## config.mk

```make
export PLATFORM = sky130hd
export DESIGN_NAME = posit_regime_detect
export DESIGN_NICKNAME = d
export VERILOG_FILES = /design/src/rtl/posit_pkg.sv /design/src/rtl/run_len_count.sv /design/src/rtl/posit_regime_detect.sv
export SDC_FILE = /design/constraint.sdc
export NUM_CORES = 1
export LEC_CHECK = 0
export ABC_AREA = 1
export CORE_MARGIN = 1.5
export CORE_UTILIZATION = 47
export DETAILED_ROUTE_END_ITERATION = 10
export GPL_ROUTABILITY_DRIVEN = 0
export PLACE_DENSITY = 0.69
export SYNTH_ARGS = -nofsm -noshare
export SYNTH_HDL_FRONTEND = slang
export SYNTH_SLANG_ARGS = --single-unit
```

## constraint.sdc

```tcl
create_clock -name clk -period 10.7 [get_ports clk]
set_input_delay 2.14 -clock clk [delete_from_list [all_inputs] [get_ports clk]]
set_output_delay 2.14 -clock clk [all_outputs]
set_load 0.1 [all_outputs]
```

## src/rtl/posit_pkg.sv

```systemverilog
// Shared posit constants and types for the regime-detect front end.
// Widths of the run length and regime fields are fixed here so downstream stages agree.
package posit_pkg;

    localparam int POSIT_N  = 32;
    localparam int POSIT_ES = 3;
    localparam int K_W      = 5;
    localparam int REG_W    = 6;

    localparam logic [POSIT_N-1:0] ZERO_PAT = 32'h0000_0000;
    localparam logic [POSIT_N-1:0] NAR_PAT  = 32'h8000_0000;

    typedef logic [K_W-1:0]          run_len_t;
    typedef logic signed [REG_W-1:0] regime_t;

    // A run of ones encodes m-1, a run of zeros encodes -m.
    function automatic regime_t regime_of(input logic lead, input run_len_t m);
        return lead ? (regime_t'(m) - regime_t'(1)) : -regime_t'(m);
    endfunction

endpackage

```

## src/rtl/run_len_count.sv

```systemverilog
// Combinational regime run-length counter: number of consecutive bits equal
// to the MSB of the body, scanning from the MSB downward.
module run_len_count
    import posit_pkg::*;
#(
    parameter int W = POSIT_N - 1
) (
    input  logic [W-1:0] body,
    output run_len_t     m
);

    logic run;

    always_comb begin
        m   = '0;
        run = 1'b1;
        for (int i = W - 1; i >= 0; i--) begin
            if (run && (body[i] == body[W-1])) begin
                m = m + run_len_t'(1);
            end else begin
                run = 1'b0;
            end
        end
    end

endmodule

```

## src/rtl/posit_regime_detect.sv

```systemverilog
// Two-stage posit front end: stage 1 takes sign/magnitude and special flags,
// stage 2 measures the regime run and its signed value. Valid/ready on both sides.
module posit_regime_detect
    import posit_pkg::*;
#(
    parameter int N  = POSIT_N,
    parameter int ES = POSIT_ES
) (
    input  logic                    clk,
    input  logic                    rst,
    input  logic                    in_valid,
    output logic                    in_ready,
    input  logic [N-1:0]            in_posit,
    output logic                    out_valid,
    input  logic                    out_ready,
    output logic                    out_sign,
    output logic [N-2:0]            out_body,
    output logic [K_W-1:0]          out_k,
    output logic signed [REG_W-1:0] out_regime,
    output logic                    out_zero,
    output logic                    out_nar
);

    if (N < 3 || N > POSIT_N || ES < 0 || ES > N - 3 || (N - 1) >= (1 << K_W)) begin : g_param_check
        $error("posit_regime_detect: unsupported N/ES combination");
    end

    localparam logic [N-1:0] ZERO_P = ZERO_PAT[POSIT_N-1 -: N];
    localparam logic [N-1:0] NAR_P  = NAR_PAT[POSIT_N-1 -: N];

    logic         s1_valid;
    logic         s1_sign;
    logic [N-2:0] s1_body;
    logic         s1_zero;
    logic         s1_nar;

    logic         s2_valid;
    logic         s2_sign;
    logic [N-2:0] s2_body;
    run_len_t     s2_k;
    regime_t      s2_regime;
    logic         s2_zero;
    logic         s2_nar;

    logic         s1_load;
    logic         s2_load;
    logic         in_zero;
    logic         in_nar;
    logic [N-2:0] neg_body;
    logic [N-2:0] in_body;
    run_len_t     run_m;
    run_len_t     next_k;
    regime_t      next_regime;

    assign s2_load  = s1_valid && (!s2_valid || out_ready);
    assign in_ready = !s1_valid || s2_load;
    assign s1_load  = in_valid && in_ready;

    // Low N-1 bits of the two's complement only depend on the low N-1 input bits.
    assign neg_body = ~in_posit[N-2:0] + {{(N-2){1'b0}}, 1'b1};
    assign in_zero  = (in_posit == ZERO_P);
    assign in_nar   = (in_posit == NAR_P);
    assign in_body  = (in_zero || in_nar) ? '0
                    : (in_posit[N-1] ? neg_body : in_posit[N-2:0]);

    always_ff @(posedge clk) begin
        if (rst) begin
            s1_valid <= 1'b0;
            s1_sign  <= 1'b0;
            s1_body  <= '0;
            s1_zero  <= 1'b0;
            s1_nar   <= 1'b0;
        end else begin
            if (in_ready) begin
                s1_valid <= in_valid;
            end
            if (s1_load) begin
                s1_sign <= in_posit[N-1];
                s1_body <= in_body;
                s1_zero <= in_zero;
                s1_nar  <= in_nar;
            end
        end
    end

    run_len_count #(
        .W (N - 1)
    ) u_run_len_count (
        .body (s1_body),
        .m    (run_m)
    );

    // Zero and NaR have an all-zero body, which would otherwise read as a maximal zero run.
    always_comb begin
        next_k      = run_m;
        next_regime = regime_of(s1_body[N-2], run_m);
        if (s1_zero || s1_nar) begin
            next_k      = '0;
            next_regime = '0;
        end
    end

    always_ff @(posedge clk) begin
        if (rst) begin
            s2_valid  <= 1'b0;
            s2_sign   <= 1'b0;
            s2_body   <= '0;
            s2_k      <= '0;
            s2_regime <= '0;
            s2_zero   <= 1'b0;
            s2_nar    <= 1'b0;
        end else begin
            if (!s2_valid || out_ready) begin
                s2_valid <= s1_valid;
            end
            if (s2_load) begin
                s2_sign   <= s1_sign;
                s2_body   <= s1_body;
                s2_k      <= next_k;
                s2_regime <= next_regime;
                s2_zero   <= s1_zero;
                s2_nar    <= s1_nar;
            end
        end
    end

    assign out_valid  = s2_valid;
    assign out_sign   = s2_sign;
    assign out_body   = s2_body;
    assign out_k      = s2_k;
    assign out_regime = s2_regime;
    assign out_zero   = s2_zero;
    assign out_nar    = s2_nar;

endmodule

```

### After elaboration in Yosys (flattened, before gate mapping)

Cells that the tools add are included.

* flip-flop bits (word level): 81
* input bits: 36
* output and inout bits: 47

* add/sub/neg operators: 32
* equal/unequal tests: 31
* multiplexer cells: 64
* bitwise operators: 1
* reduce and logical (&&, ||, !) cells: 38

Operators with widths (count)
* 5-bit two-way mux: 30
* 5-bit by 1-bit adder with 5-bit output, second input constant: 29
* 31-bit two-way mux: 2
* 32-bit equality test, second input constant: 1
* 32-bit zero test: 1
* 31-bit by 1-bit adder with 31-bit output, second input constant: 1
* 1-bit logical AND: 31
* 31-bit NOT: 1
* 1-bit equality test: 30
* 1-bit two-way mux: 29
* 6-bit two-way mux: 2
* 5-bit negation with 6-bit output: 1
* 5-bit by 1-bit subtractor with 6-bit output, second input constant: 1
* 1-bit logical OR: 4
* 1-bit zero test: 2
* 2-bit two-way mux: 1

### Depth between registers and ports, before layout

Gate-level depths: netlist (run 1).

* depth in word-level cells: 63
* gate-level depth with buffers: 87
* depth with buffers taken out: 86

### Modules after synthesis

A second synthesis (run 1) with hierarchy kept.

* cell total of the unflattened synthesis: 1127
* area, all modules: 6740.2 µm²

Modules (own cells, without submodules)
* posit_regime_detect: times used 1, cells an instance 560, area each 3897.5 µm²
* run_len_count: times used 1, cells an instance 567, area each 2842.7 µm²

### Worst setup path before layout (run 1)

OpenSTA, ideal clock, no wires.

* path kind: register to register
* from: reg s1_body[30]
* to: reg s2_regime[4], in the netlist out_regime[4]
* setup time: 0.132 ns
* data arrival time: 11.109 ns
* setup slack: -0.541 ns
* stages on the path, launching flop included: 85
* buffers on the path: 2
* clock period less this slack: 11.241 ns
* cells stage by stage: dfxtp_1 buf_6 buf_2 nand2_1 inv_1 nor2_1 o21ai_0 nand2_1 ha_1 inv_1 o21ai_1 ha_1 or2_1 o21ai_0 inv_1 ha_1 or2_2 nand2_1 (+49 left out) nand2_1 ha_1 nand2_1 nand2_1 ha_1 nor2_1 inv_1 nand2_1 ha_1 inv_1 nor2_1 nand2_1 nand2_1 nand2_1 inv_1 nand2_1 nand3_1 a21oi_1

* longest elaborated chain between the ends: 63

Ends and longest elaborated chain
* from (decl): line posit_regime_detect.sv:33 `logic [N-2:0] s1_body;`
* from (signal assigned): line posit_regime_detect.sv:79 `s1_body <= in_body;`
* 1-bit equality test: line run_len_count.sv:18 `if (run && (body[i] == body[W-1])) begin`
* 2-bit two-way mux / 1-bit two-way mux (equally long branches): line run_len_count.sv:18
* 5-bit by 1-bit adder with 5-bit output / 1-bit logical AND (equally long branches): line run_len_count.sv:19, run_len_count.sv:18
* 5-bit two-way mux / 1-bit two-way mux (equally long branches): line run_len_count.sv:18
* 5-bit by 1-bit adder with 5-bit output / 1-bit logical AND (equally long branches): line run_len_count.sv:19, run_len_count.sv:18
* 5-bit two-way mux / 1-bit two-way mux (equally long branches): line run_len_count.sv:18
* 5-bit by 1-bit adder with 5-bit output / 1-bit logical AND (equally long branches): line run_len_count.sv:19, run_len_count.sv:18
* 5-bit two-way mux / 1-bit two-way mux (equally long branches): line run_len_count.sv:18
* (+47 left out)
* 5-bit two-way mux / 1-bit two-way mux (equally long branches): line run_len_count.sv:18
* 5-bit by 1-bit adder with 5-bit output / 1-bit logical AND (equally long branches): line run_len_count.sv:19, run_len_count.sv:18
* 5-bit two-way mux / 1-bit two-way mux (equally long branches): line run_len_count.sv:18
* 5-bit by 1-bit adder with 5-bit output / 1-bit logical AND (equally long branches): line run_len_count.sv:19, run_len_count.sv:18
* 5-bit two-way mux: line run_len_count.sv:18
* 5-bit negation with 6-bit output / 5-bit by 1-bit subtractor with 6-bit output (equally long branches): line posit_pkg.sv:18 `return lead ? (regime_t'(m) - regime_t'(1)) : -regime_t'(m);`
* 6-bit two-way mux (*): line posit_pkg.sv:18
* 6-bit two-way mux (*): line posit_regime_detect.sv:97 `if (s1_zero || s1_nar) begin`
* to (signal assigned): line posit_regime_detect.sv:120 `s2_regime <= next_regime;`
* to (decl): line posit_regime_detect.sv:41 `regime_t s2_regime;`

Every way passes the cells marked *; elsewhere a longest branch is shown, timed or not.
A chain may end at the register's enable or synchronous reset.

### Worst setup path after layout (run 1)

* from: reg s1_body[30]
* to: reg s2_regime[2], in the netlist out_regime[2]

The elaborated chain is that of the path after synthesis.

==> out/results.tsv, run 1 <==
metric	value	unit
status	finished with violations	
violated checks	negative setup slack	
Die Y-Extent	121	µm
synth top area cells	dfxtp_1 25%, nand2_1 17%, nor2_1 8.0%, inv_1 7.3%, nand3_1 6.0%	
Critical Path RT	10.98	ns
post-synthesis mux area share	0	
yosys warns	0	
Worst-path clk slew	0.06	ns
TritonRoute pass-1 iters	7	
die area	0.0146	mm²
post-synth top area share	0.248	
Setup CP Type	flip-flop to flip-flop	
Most used DFF post-synth	dfxtp_1	
peak supply drop	141	µV
Final setup viols	6	
final setup margin	-0.194	ns
Detailed Route WL	18300	µm
dpl ws	-0.559	ns
Global Route Usage Sum	0.247	
Pleak	4.25	nW
first-pass GRT wire length	29400	µm
core area	0.0134	mm²
Initial DRC Count	370	
GR Overflow Total	0	
Max Transition Viols Final	0	
Slew HR	0.333	
Final Hold Violating Endpoints	0	
drt via density	5.05	
Final nets	1322	
Power per Cell Area	181	mW/mm²
most frequent cell after synthesis	nand2_1	
Achievable Freq	91.8	MHz
flops & latches, synth	81	
area delta synth->final	37.6	%
Via Count	7263	
Layout fillers	1186	
area of the multi-input gates	0.00474	mm²
clock sink count	81	
CP startpoint kind	flip-flop	
# diodes	0	
layout cells sized above 1	0.225	
root buf cell	clkbuf_16	
max incr delay on CP	0.37	ns
slowest CP cell	dfxtp_4	
Clock Latency Late Sink	0.35	ns
RSZ-0062 raised after global routing	true	
post-route minimum period	10.89	ns
CTS tree	built	
IO Port Bufs	82	
total CTS buffers	9	
pin count of the biggest net entering global routing	49	
Post-Route Skew	0.0107	ns
hold wc startpoint	out_k[4]	
post-synthesis adder-cell area fraction	0.0554	
unique cell type count in the Yosys netlist	39	
WHS	0.463	ns
maxcap violations	0	
Netlist Area Pre-Place	0.00655	mm²
ANT nets after route	0	
WL per Instance	12.7	µm
Worst Path Max Fanout	5	
largest family of logic cells by synthesized area	simple AND/OR/NAND/NOR gates	
post-synth net total	1159	
Reg2Reg Depth	79	
Async S/R FF share, synth	0	
FF-to-FF End	out_regime[2]	
Reg2Reg Launch Point	s1_body[30]	
post-detail-place hpwl	12200	µm
number of synthesized flops with an enable pin	0	
H-tree lvl count	3	
placed cell area	0.00786	mm²
share of the yosys chip area belonging to registers	0.248	
design area	0.00901	mm²
Critical Path AT	11.17	ns
Hold Path Cell Cnt	2	
hold crit path type	flip-flop to flip-flop	
worst-margin pin slew	1.00	ns
post-route clock period utilization	1.02	
register area	0.00163	mm²
CTS Hold Buffers Added	0	
starting density of the core	0.489	
crit path capture type	flip-flop	
simple-gate share of the synthesized area	0.424	
Synth area leader	dfxtp_1	
Mapped Cells	1094	
Post-synth top cells	302 x nand2_1, 140 x nor2_1, 127 x inv_1, 81 x dfxtp_1, 78 x nand3_1	
hold endpoint	out_k[4]	
number of global-route vias before repair	6561	
internal reg-to-reg setup slack	-0.19	ns
crit-path most repeated cell	nand2_1	
Synth Area in Compound Gates	0.123	
syn_area_per_cell	5.98	µm²
DIE WIDTH	121	µm
Synth Area in XOR/XNOR	0.0482	
Ports	83	
DRC	0	
initial antenna violation count	0	
FP Rows	42	
clk buf depth	2	
how the worst max path moves through the flow:
| stage | startpoint | endpoint | cells past startpoint |
|---|---|---|---|
| 6_report | s1_body[30] | out_regime[2] | 79 |
| 5_1_grt | s1_body[30] | out_regime[2] | 79 |
| 4_1_cts | s1_body[30] | out_regime[4] | 85 |
| 3_5_place_dp | s1_body[29] | out_regime[4] | 82 |
| 3_3_place_gp | s1_body[30] | out_regime[4] | 82 |
| 2_1_floorplan | s1_body[30] | out_regime[4] | 83 |
cells in the final DEF (no fill, tap or decap), types with 10 or more instances in the layout:
cell type / count
nor3_1: 11
xnor2_1: 15
nor2_1: 132
clkdlybuf4s50_1: 81
dfxtp_1: 78
inv_1: 115
nand2_1: 281
o21ai_0: 47
ha_1: 19
nand2_2: 41
inv_2: 22
nand4_1: 10
ha_4: 10
xor2_1: 17
nand3_1: 68
buf_4: 98
a21oi_1: 66
or2_2: 10
nand3_2: 27
critical path, delay by kind of cell, from the launching register on:
family | cells | cell delay, ns
simple gates | 34 | 3.91
xor+xnor | 5 | 0.68
flops | 1 | 0.37
fa+ha+maj | 15 | 3.50
buf+inv | 14 | 0.98
compound gates | 11 | 1.34
logic make-up after synthesis:
logic type      after synthesis
buf+inv                     173
flops                        81
xor+xnor                     36
compound gates              151
fa+ha+maj                    29
simple gates                624
sequential cells by signal, summed over array words and instances (netlist names):
register / count
out_body: 31
s1_body: 31
out_regime: 6
out_k: 5
out_nar: 1
out_sign: 1
out_valid: 1
out_zero: 1
s1_nar: 1
s1_sign: 1
s1_valid: 1
s1_zero: 1
area by class of cell:
cell class	count	share of cell area
multi-input combinational	840	0.526
sequential	81	0.181
timing repair buffer	183	0.176
inverter	142	0.0597
clock buffer	12	0.0296
tap	176	0.0245
clock inverter	4	0.00347
power breakdown:
group / leakage [nW] / internal, mW / switching (mW) / total (mW)
Sequential: 0.668 / 0.325 / 0.0157 / 0.341
Combinational: 3.43 / 0.387 / 0.587 / 0.973
Clock: 0.150 / 0.179 / 0.135 / 0.314
layer usage:
layer,share of wire,GRT usage,vias up
met5,0,0,-
met4,0.028,0.0853,0
li1,-,-,3812
met2,0.47,0.423,177
met1,0.46,0.313,3234
met3,0.042,0.0432,40
through the flow:
stage               power (mW)  setup TNS, ns  cells   util
global placement          1.09          -1.33   1369  0.587
global route              1.76          -4.79   1438  0.672
detailed placement        1.10          -2.50   1369  0.587
CTS                       1.51              0   1429  0.646
finish                    1.63         -0.750   1438  0.672
floorplan                0.913              0   1094      -
timing repair:
action                                  in CTS  in global routing
pin swaps                                   56                 56
gates resized for setup                     42                 60
buffers inserted                            44                  9
endpoints found under the setup margin       7                  9
hold endpoints to repair                     0                  0
Note: power is estimated with default switching activity, not from simulation.
==> run 2, diff against run 1 <==
Settings changed: CTS_CLUSTER_SIZE from default to 14.
==> results of run 2 <==
Final layout, timing and power as in run 1 (identical DEF).
==> run 3, diff against run 2 <==
--- a/config.mk
+++ b/config.mk
@@ -10,2 +10,3 @@
 export CORE_UTILIZATION = 47
+export CTS_BUF_LIST = sky130_fd_sc_hd__clkbuf_4
 export CTS_CLUSTER_SIZE = 14
@@ -13,2 +14,3 @@
 export GPL_ROUTABILITY_DRIVEN = 0
+export HOLD_SLACK_MARGIN = 0.08
 export PLACE_DENSITY = 0.69
--- a/constraint.sdc
+++ b/constraint.sdc
@@ -3,2 +3,2 @@
 set_output_delay 2.14 -clock clk [all_outputs]
-set_load 0.1 [all_outputs]
+set_load 0.02 [all_outputs]
==> run 3 against run 2 <==
The run still ends with negative setup slack left. Cell count shrank 1.7%. Clock skew grew 0.012 ns. Cell area shrank 4.4%. Utilization shrank 2.9 points. Setup slack gained 0.099 ns. Combinational power shrank 11%. Critical path depth shrank 2. Worst hold slack gained 0.0090 ns. Non-clock buffer count shrank 26. Via count shrank 2.4%. Die area is the same. Clock-buffer cell count shrank 3. Critical path type unchanged.
==> out/results.tsv, run 3 (same netlist as run 1, synthesis figures left out) <==
metric	value	unit	change
Ports	83		unchanged
Final nets	1296		-2.0%
Clock Latency Late Sink	0.49	ns	+0.14 ns
GRT busiest layer	met2		
ANT nets after route	0		unchanged
critical path buffer and inverter count	18		+4
Die Y-Extent	121	µm	unchanged
Slew HR	0.335		+0.00194
crit-path most repeated cell	ha_1		
Worst Path Max Fanout	5		unchanged
max incr delay on CP	0.40	ns	+0.03 ns
post-layout util	0.643		-0.0293
DIE WIDTH	121	µm	unchanged
pin count of the biggest net entering global routing	49		unchanged
clock sink count	81		unchanged
slowest CP cell	dfxtp_4		
core area	0.0134	mm²	unchanged
area delta synth->final	31.6	%	
IO Port Bufs	82		unchanged
Setup CP Type	flip-flop to flip-flop		
first-pass GRT wire length	28200	µm	-4.1%
initial antenna violation count	1		+1
clk buf depth	2		unchanged
Worst-path clk slew	0.14	ns	+0.08 ns
TritonRoute pass-1 iters	5		-2
layout cells sized above 1	0.201		-0.0244
CP startpoint kind	flip-flop		
peak supply drop	104	µV	-26%
drt via density	5.02		-0.67%
Critical Path RT	11.04	ns	+0.06 ns
Pleak	4.06	nW	-4.4%
starting density of the core	0.489		unchanged
Critical Path AT	11.14	ns	-0.03 ns
TNS Setup	-0.279	ns	+0.471 ns
RSZ-0062 raised after global routing	true		
post-detail-place hpwl	12200	µm	unchanged
H-tree lvl count	3		unchanged
Post-Route Skew	0.0230	ns	+0.0123 ns
violated checks	negative setup slack		
hold crit path type	flip-flop to flip-flop		
GRT met2 Usage	0.401		-0.0213
FP Rows	42		unchanged
met3 global-route usage	0.0508		+0.00752
Detailed Route WL	17300	µm	-5.2%
Final Hold Violating Endpoints	0		unchanged
post-route clock period utilization	1.01		-0.00927
GR Overflow Total	0		unchanged
Power per Cell Area	159	mW/mm²	-12%
met1 Use GR	0.302		-0.0113
delay-heaviest family, CP	simple AND/OR/NAND/NOR gates		
Final setup viols	4		-2
maxcap violations	0		unchanged
total CTS buffers	9		unchanged
die area	0.0146	mm²	unchanged
root buf cell	clkbuf_4		
worst-margin pin slew	0.997	ns	-0.00291 ns
Achievable Freq	92.6	MHz	+0.92%
final setup margin	-0.0951	ns	+0.0992 ns
Initial DRC Count	379		+2.4%
Max Transition Viols Final	0		unchanged
most common cell after layout, fill and taps aside	nand2_1		
DRC	0		unchanged
Global Route Usage Sum	0.237		-0.0105
status	finished with violations		
WL per Instance	12.3	µm	-3.6%
most frequent cells in the layout	283 x nand2_1, 135 x nor2_1, 117 x inv_1		
Via Count	7089		-2.4%
CTS tree	built		
crit path capture type	flip-flop		
post-route minimum period	10.80	ns	-0.0992 ns
number of global-route vias before repair	6365		-3.0%
run 3: cell count changes in the layout (fill, tap and decap cells not counted), moves of 2 or more:
cell	before	now
buf_4	98	71
clkbuf_16	9	0
clkbuf_4	0	9
clkbuf_8	3	0
clkinv_1	3	6
nand2_2	41	38
nor2_1	132	135
nor2_2	8	5
inv_1	115	117
inv_2	22	20
nand2_1	281	283
run 3: worst paths after layout:
kind	end	depth (start not counted)	slack, ns	from
min	out_k[4]	2	0.47	out_k[4]
max	out_k[1]	77	-0.1	s1_body[30]
min reg2reg	out_k[4]	2	0.47	out_k[4]
max reg2reg	out_k[1]	77	-0.1	s1_body[30]
run 3: where the power goes:
| part | internal [mW] | switching, mW |
|---|---|---|
| logic | 0.375 | 0.489 |
| clock network | 0.0475 | 0.121 |
| registers | 0.325 | 0.0158 |
run 3: timing repair:
action	4_1_cts	5_1_grt
hold buffers	0	0
resized for setup	39	56
buffers inserted	19	9
pin swaps	53	58
endpoints found under the setup margin	8	9
endpoints found under the hold margin	0	0
run 3: final cells by class:
class / instances / area [µm²]
fill: 1250 / 4790
multi-input combinational: 840 / 4720
sequential: 81 / 1630
timing repair buffer: 157 / 1390
inverter: 142 / 538
tap: 176 / 220
clock buffer: 9 / 67.6
clock inverter: 7 / 42.5
antenna: 1 / 2.50
run 3: worst register-to-register path, delay by kind of cell, from the launching register on:
| kind | cells | cell delay [ns] |
|---|---|---|
| XOR/XNOR | 3 | 0.42 |
| flip-flops | 1 | 0.40 |
| buffers and inverters | 18 | 1.42 |
| AO/OA/AOI/OAI | 12 | 1.38 |
| adder cells (fa/ha/maj) | 14 | 3.49 |
| AND/OR/NAND/NOR | 30 | 3.55 |
run 3: per-stage QoR:
stage / hold slack, ns / power (mW) / cells / setup WS (ns) / area, µm²
2_1_floorplan: 0.445 / 0.830 / 1094 / 0.000955 / 6590
3_3_place_gp: 0.457 / 1.00 / 1369 / -0.339 / 7860
3_5_place_dp: 0.455 / 1.01 / 1369 / -0.559 / 7860
4_1_cts: 0.475 / 1.26 / 1404 / -0.0144 / 8280
5_1_grt: 0.497 / 1.50 / 1413 / -0.619 / 8610
6_report: 0.472 / 1.37 / 1413 / -0.0951 / 8610
run 3: per-layer routing:
metal  part of all wire  wire length [µm]  up-vias
met4              0.024               418        0
met2               0.47              8090      161
met3              0.046               793       36
met5                  0                 0        -
met1               0.46              8010     3129
li1                   -                 -     3763
